==> src/rtl/axi_slv_rchannel.sv <==
// AXI4 slave read-channel front-end: turns AR requests into arbiter read frames and
// packs 64-bit array words into 256-bit R beats, tagging the burst's final beat with rlast.
module axi_slv_rchannel #(
   parameter int AXI_DATA_WIDTH = 256,
   parameter int AXI_ADDR_WIDTH = 25,
   parameter int LEN_FIFO_DEPTH = 4
) (
   input  logic                      clk,
   input  logic                      rst_n,
   input  logic                      axi_s_arvalid,
   output logic                      axi_s_arready,
   input  logic [7:0]                axi_s_arlen,
   input  logic [AXI_ADDR_WIDTH-1:0] axi_s_araddr,
   output logic                      axi_s_rvalid,
   output logic                      axi_s_rlast,
   output logic [AXI_DATA_WIDTH-1:0] axi_s_rdata,
   output logic                      axi2arb_rframe_valid,
   input  logic                      axi2arb_rframe_ready,
   output logic [AXI_ADDR_WIDTH+71:0] axi2arb_rframe_data,
   input  logic                      array_rdata_valid,
   input  logic [63:0]               array_rdata
);

   localparam int PTR_W  = $clog2(LEN_FIFO_DEPTH);
   localparam int CNT_W  = PTR_W + 1;
   localparam int PACK_W = AXI_DATA_WIDTH - 64;

   logic                      r_ar_en;
   logic                      r_rframe_valid;
   logic [AXI_ADDR_WIDTH+71:0] r_rframe_data;
   logic [7:0]                r_len_mem [LEN_FIFO_DEPTH];
   logic [PTR_W-1:0]          r_wptr;
   logic [PTR_W-1:0]          r_rptr;
   logic [CNT_W-1:0]          r_count;
   logic [1:0]                r_word_cnt;
   logic [PACK_W-1:0]         r_pack;
   logic [AXI_DATA_WIDTH-1:0] r_rdata;
   logic                      r_rvalid;
   logic                      r_rlast;
   logic [7:0]                r_beat;

   logic       w_full;
   logic       w_empty;
   logic       w_arready;
   logic       w_ar_hs;
   logic       w_frame_hs;
   logic [7:0] w_head_len;
   logic       w_word_ok;
   logic       w_beat_done;
   logic       w_last;

   assign w_full      = (r_count == CNT_W'(LEN_FIFO_DEPTH));
   assign w_empty     = (r_count == '0);
   assign w_frame_hs  = r_rframe_valid && axi2arb_rframe_ready;
   // r_ar_en keeps arready low while in reset so every output reads 0 there.
   assign w_arready   = r_ar_en && !w_full && (!r_rframe_valid || axi2arb_rframe_ready);
   assign w_ar_hs     = axi_s_arvalid && w_arready;
   assign w_head_len  = r_len_mem[r_rptr];
   assign w_word_ok   = array_rdata_valid && !w_empty;
   assign w_beat_done = w_word_ok && (r_word_cnt == 2'd3);
   assign w_last      = w_beat_done && (r_beat == w_head_len);

   assign axi_s_arready        = w_arready;
   assign axi_s_rvalid         = r_rvalid;
   assign axi_s_rlast          = r_rlast;
   assign axi_s_rdata          = r_rdata;
   assign axi2arb_rframe_valid = r_rframe_valid;
   assign axi2arb_rframe_data  = r_rframe_data;

   always_ff @(posedge clk or negedge rst_n) begin
      if (!rst_n) begin
         r_ar_en <= 1'b0;
      end else begin
         r_ar_en <= 1'b1;
      end
   end

   // A frame stays posted until the arbiter takes it; a same-cycle AR reloads it.
   always_ff @(posedge clk or negedge rst_n) begin
      if (!rst_n) begin
         r_rframe_valid <= 1'b0;
         r_rframe_data  <= '0;
      end else if (w_ar_hs) begin
         r_rframe_valid <= 1'b1;
         r_rframe_data  <= {1'b0, axi_s_araddr, axi_s_arlen, 63'b0};
      end else if (w_frame_hs) begin
         r_rframe_valid <= 1'b0;
      end
   end

   always_ff @(posedge clk or negedge rst_n) begin
      if (!rst_n) begin
         r_wptr  <= '0;
         r_rptr  <= '0;
         r_count <= '0;
         for (int i = 0; i < LEN_FIFO_DEPTH; i++) begin
            r_len_mem[i] <= '0;
         end
      end else begin
         if (w_ar_hs) begin
            r_len_mem[r_wptr] <= axi_s_arlen;
            r_wptr            <= r_wptr + PTR_W'(1);
         end
         if (w_last) begin
            r_rptr <= r_rptr + PTR_W'(1);
         end
         case ({w_ar_hs, w_last})
            2'b10:   r_count <= r_count + CNT_W'(1);
            2'b01:   r_count <= r_count - CNT_W'(1);
            default: r_count <= r_count;
         endcase
      end
   end

   // Words 0..2 collect in a shadow register so rdata only changes when a beat is issued.
   always_ff @(posedge clk or negedge rst_n) begin
      if (!rst_n) begin
         r_word_cnt <= '0;
         r_pack     <= '0;
         r_rdata    <= '0;
         r_rvalid   <= 1'b0;
         r_rlast    <= 1'b0;
         r_beat     <= '0;
      end else begin
         r_rvalid <= w_beat_done;
         r_rlast  <= w_last;
         if (w_word_ok) begin
            r_word_cnt <= r_word_cnt + 2'd1;
         end
         if (w_word_ok && !w_beat_done) begin
            r_pack <= {array_rdata, r_pack[PACK_W-1:64]};
         end
         if (w_beat_done) begin
            r_rdata <= {array_rdata, r_pack};
            r_beat  <= w_last ? 8'd0 : r_beat + 8'd1;
         end
      end
   end

endmodule

==> config.mk <==
export PLATFORM = sky130hd
export DESIGN_NAME = axi_slv_rchannel
export DESIGN_NICKNAME = d
export VERILOG_FILES = /design/src/rtl/axi_slv_rchannel.sv
export SDC_FILE = /design/constraint.sdc
export NUM_CORES = 1
export LEC_CHECK = 0
export ABC_CLOCK_PERIOD_IN_PS = 2500
export CAP_MARGIN = 20
export CORE_MARGIN = 4
export CORE_UTILIZATION = 46
export CTS_CLUSTER_DIAMETER = 100
export DETAILED_ROUTE_END_ITERATION = 10
export GPL_TIMING_DRIVEN = 0
export PLACE_DENSITY = 0.77
export SLEW_MARGIN = 30
export SYNTH_ARGS = -nofsm -noshare
export SYNTH_HDL_FRONTEND = slang
export SYNTH_SLANG_ARGS = --single-unit
export TNS_END_PERCENT = 20
==> constraint.sdc <==
create_clock -name clk -period 2.5 [get_ports clk]
set_clock_uncertainty 0.05 [all_clocks]
set_input_delay 0.5 -clock clk [delete_from_list [all_inputs] [get_ports clk]]
set_output_delay 0.5 -clock clk [all_outputs]
set_load 0.02 [all_outputs]
Yosys cells after proc, flatten, opt, wreduce, memory -nomap -nowiden. Index checks and enable logic that the tools add are counted.

Bits in registers: 534. Input bits: 102. Logic and storage cells: 59.

$add $sub $neg: 6. Magnitude comparators: 3. Eq/ne operators: 5. Muxes and demuxes: 10. Bitwise operators: 2. Reductions and logical operators: 17.

Operators by type and width (number): $bwmux 32 (1); $mux 8 (4); $bmux 8 s2 (1); $demux 8 s2 (1); $logic_and 1x1->1 (9); $add 8x1->8 const B (1); $eq 8x8->1 (1); $add 2x1->2 const B (3); $ge 3x3->1 const B (2); $not 2->3 (2); $pmux 3 s2 (1); $eq 2x2->1 const B (2); $logic_not 1->1 (4); $reduce_bool 2->1 (2); $add 3x1->3 const B (1); $eq 3x3->1 const B (1); $logic_not 3->1 (1); $lt 3x1->1 const B (1); $sub 3x1->3 const B (1); $eq 2x1->1 const B (1); $mux 1 (2); $logic_or 1x1->1 (1).

Logic depth before layout (Yosys ltp).
Depth after elaboration: 8. Mapped depth: 12. Mapped depth without buffers: 10.

Least setup slack after synthesis. Ideal clock, no wire load.

Kind: register -> register. From: reg r_rptr[0]. To: reg r_count[2]. Data arrival time: 2.592 ns. Required time: 2.370 ns. Setup slack: -0.222 ns. Stages on the path, launching flop included: 12. Path buffers: 1. Cell sequence: dfrtp_1 buf_6 mux4_2 xnor2_2 nand4_4 nor3_2 ha_1 inv_1 fa_1 xor2_1 nor2_1 xnor2_1.

Word-level cells in the longest chain between the ends: 8. Elaborated cells between the ends (all ways): 10.

Ends and longest elaborated chain: start: declaration (line 33) `logic [PTR_W-1:0] r_rptr;`; start signal: assignment (line 105) `r_rptr <= r_rptr + PTR_W'(1);`; $not 2->3 (not written as such) * (line 58) `assign w_head_len = r_len_mem[r_rptr];`; $bmux 8 s2 * (line 58); $mux 8 (not written as such) * (2 in a row) (line 58); $eq 8x8->1 * (line 61) `assign w_last = w_beat_done && (r_beat == w_head_len);`; $logic_and 1x1->1 * (line 61); net w_last (line 50) `logic w_last;`; $eq 2x1->1 or $eq 2x2->1 (tied branches) (line 107) `case ({w_ar_hs, w_last})`; $pmux 3 s2 or $reduce_bool 2->1 (tied branches); end signal: assignment (line 108) `2'b10: r_count <= r_count + CNT_W'(1);`; end signal: assignment (line 109) `2'b01: r_count <= r_count - CNT_W'(1);`; end signal: assignment (line 110) `default: r_count <= r_count;`; end: declaration (line 34) `logic [CNT_W-1:0] r_count;`.

The timed path passes the listed nets; every way through them passes the cells marked *. The select of a mux whose other input is x is not followed. A chain may end at the register's enable or synchronous reset.

Worst setup path in the final report. Ends and elaborated chain as after synthesis.

==> flow_summary.ini <==
[synth]
syn_area_per_cell_um2 = 11.1
netlist_top_cells_area = dfrtp_1 64%, nand2_1 16%, mux2_2 12%
syn-instance-count = 1881
synth_edf_count = 0
ys_ff_latch = 534
yosysTopAreaCell = dfrtp_1
synth_ff_type = dfrtp_1
synthMostInstantiatedCell = nand2_1
async_reset_ff_share_pct = 100
synth_common_cells = 885 x nand2_1, 534 x dfrtp_1, 225 x mux2_2
yosysUniqueCellTypes = 42
netlist.area_leader.share_pct = 63.8
ys_seq_area_share_pct = 63.8
netlist_area_mm2 = 0.0209
ys.warnings.count = 0

[drt]
drt_iter0_markers = 1001
drtPass1Iterations = 5
vias = 15000
drtAntennaViolNets = 0
finalWirelength_um = 57000
vias_per_cell = 4.92
avgRoutedWirePerCell_um = 18.7
remaining_drc_errors = 0

[die]
initial_utilization_pct = 46.9
die_h_um = 221
ioPinCount = 459
rows = 77
fp.dieW_um = 221
die_area_mm2 = 0.0490
core-area_mm2 = 0.0446

[placement]
port_buffers = 394
dp_hpwl_um = 41600
numPlacedInstances = 2936
place_congestion = 0.849

[flow_run]
cap_violations = 0

[global_route]
grt_pass1_vias = 15700
grt_max_degree = 88
grt.overflow.total = 0
antenna_found_initial = 0
track_usage_pct = 23.1
grt_pass1_wl_um = 90000

[timing]
timing.hold.ws_ps = 386
fin_crit_sh_pct = 113
max_freq_mhz = 354
final_max_slew_viol_count = 0
hold_viol_final = 0
setup_ws_ps = -323
max_slew_margin_pct = 45.6
setup_viol = 2
rsz0062_at_grt = yes
period_needed_ps = 2820
worstMarginPinSlew_ps = 815

[worst_setup_path]
r2r_slack_ps = -320
cp_max_fo = 5
cp.arrival_ps = 3280
criticalPathCategory = flip-flop to flip-flop
crit_required_ps = 2960
cp-start-kind = flip-flop
cp-end-kind = flip-flop

[clock_network]
clk_pin_slew_worst_paths_ps = 60
clk_path_buf_depth = 3
clk_latency_ps = 590
clock-sinks = 534
tritoncts = done
cts_root_buf = clkbuf_16
numCtsBuffers = 55
htreeDepth = 2

[final_layout]
area_delta_synth_final_pct = 33.6
fill_cells = 3473
fin_cells = 3044
drive_above_1_share_pct = 19.5
final_nets = 2517
final_util_pct = 62.7

[run_status]
status = finished with violations
failed_checks = negative setup slack

[power_and_ir_drop]
vdd_drop_max_mv = 0.814
power.density_mw_per_mm2 = 1410
leakagePower_nw = 13.6

[min_path]
hold_path_class = primary input to flip-flop
[final timing paths]
kind	from	to	cells after the start
max	r_rptr[0]	r_count[2]	11
min	axi_s_araddr[0]	axi2arb_rframe_data[71]	3
min in group asynchronous	rst_n	axi_s_rdata[251]	2
max reg2reg	r_rptr[0]	r_count[2]	11
min reg2reg	r_pack[12]	axi_s_rdata[12]	2
max in group asynchronous	rst_n	axi_s_rdata[218]	5
[logic make-up after synthesis]
logic type / Yosys count / synth area share [%]
adders and majority gates: 8 / 0.514
buffers and inverters: 163 / 4.40
xor gates and xnor gates: 15 / 0.933
muxes: 236 / 13.1
AOI/OAI and AO/OA: 15 / 0.430
and+or+nand+nor: 908 / 16.7
DFF: 534 / 63.8
other: 2 / 0.0359
[what timing repair did]
action | CTS | global route
hold buffers | 1 | 0
resized for setup | 10 | 18
setup buffers | 5 | 1
hold endpoints to repair | 69 | 0
gates cloned | 1 | 0
pin swaps | 5 | 1
setup endpoints to repair | 297 | 139
[stage by stage]
step | total power, mW | instance area (µm²) | TNS, ps | setup slack [ps]
6_report | 39.6 | 28000 | -509 | -323
5_1_grt | 41.8 | 28000 | -1150 | -471
4_1_cts | 39.9 | 27900 | -545 | -343
3_5_place_dp | 31.5 | 26000 | -238710 | -910
3_3_place_gp | 30.9 | 25900 | - | -21910
2_1_floorplan | 23.9 | 21200 | -236 | -199
[power by group]
group / internal, mW / switching [mW] / total [mW]
Combinational: 7.50 / 8.35 / 15.9
Sequential: 12.8 / 2.74 / 15.5
Clock: 4.81 / 3.39 / 8.20
Total: 25.1 / 14.5 / 39.6
[registers in the layout (all words and copies together), names as in the netlist]
| name | count |
|---|---|
| axi_s_rdata | 256 |
| r_len_mem | 32 |
| r_wptr | 2 |
| r_word_cnt | 2 |
| r_ar_en | 1 |
| axi_s_rlast | 1 |
| axi2arb_rframe_valid | 1 |
| r_rptr | 2 |
| axi2arb_rframe_data | 33 |
| axi_s_rvalid | 1 |
| r_pack | 192 |
| r_beat | 8 |
| r_count | 3 |
[layout make-up]
cell class              count  area (µm²)  area share [%]
clock buffers              82        1630            5.82
flip-flops and latches    534       13400            47.8
clock inverters            18         190           0.680
plain buffers             151         891            3.18
diodes                      2        5.00          0.0179
repair buffers            408        4200            15.0
multi-input cells        1247        6920            24.7
well taps                 592         741            2.65
inverters                  10        41.3           0.148
[metal layers]
layer / share of wire, % / global-route usage (%) / vias up / wire length (µm)
met1: 40 / 28.8 / 7457 / 22900
met4: 3.7 / 8.09 / 0 / 2110
met5: 0 / 0 / - / 0
met3: 6.9 / 6.33 / 117 / 3910
met2: 49 / 39.0 / 484 / 28100
li1: - / - / 6921 / -
[critical path, stage by stage, from the launching register on]
cell and delay (ps):
dfrtp_2 420, buf_8 150, mux4_2 540, xnor2_2 200, nand4_4 130, nor3_4 240
ha_2 230, inv_2 40, fa_2 330, xor2_1 140, nor2_1 140, xnor2_1 130
[cell usage in the layout, fill, tap and decap left out, types with 9 or more instances in the layout]
cell type	synthesis	final
clkbuf_8	0	15
clkdlybuf4s50_1	0	392
buf_4	65	71
mux2_2	225	225
buf_2	46	46
conb_1	2	65
clkbuf_16	0	55
clkbuf_1	36	38
clkbuf_2	0	9
nand2_1	885	885
dfrtp_1	534	533
No activity file was read; power rests on OpenSTA's default activity.
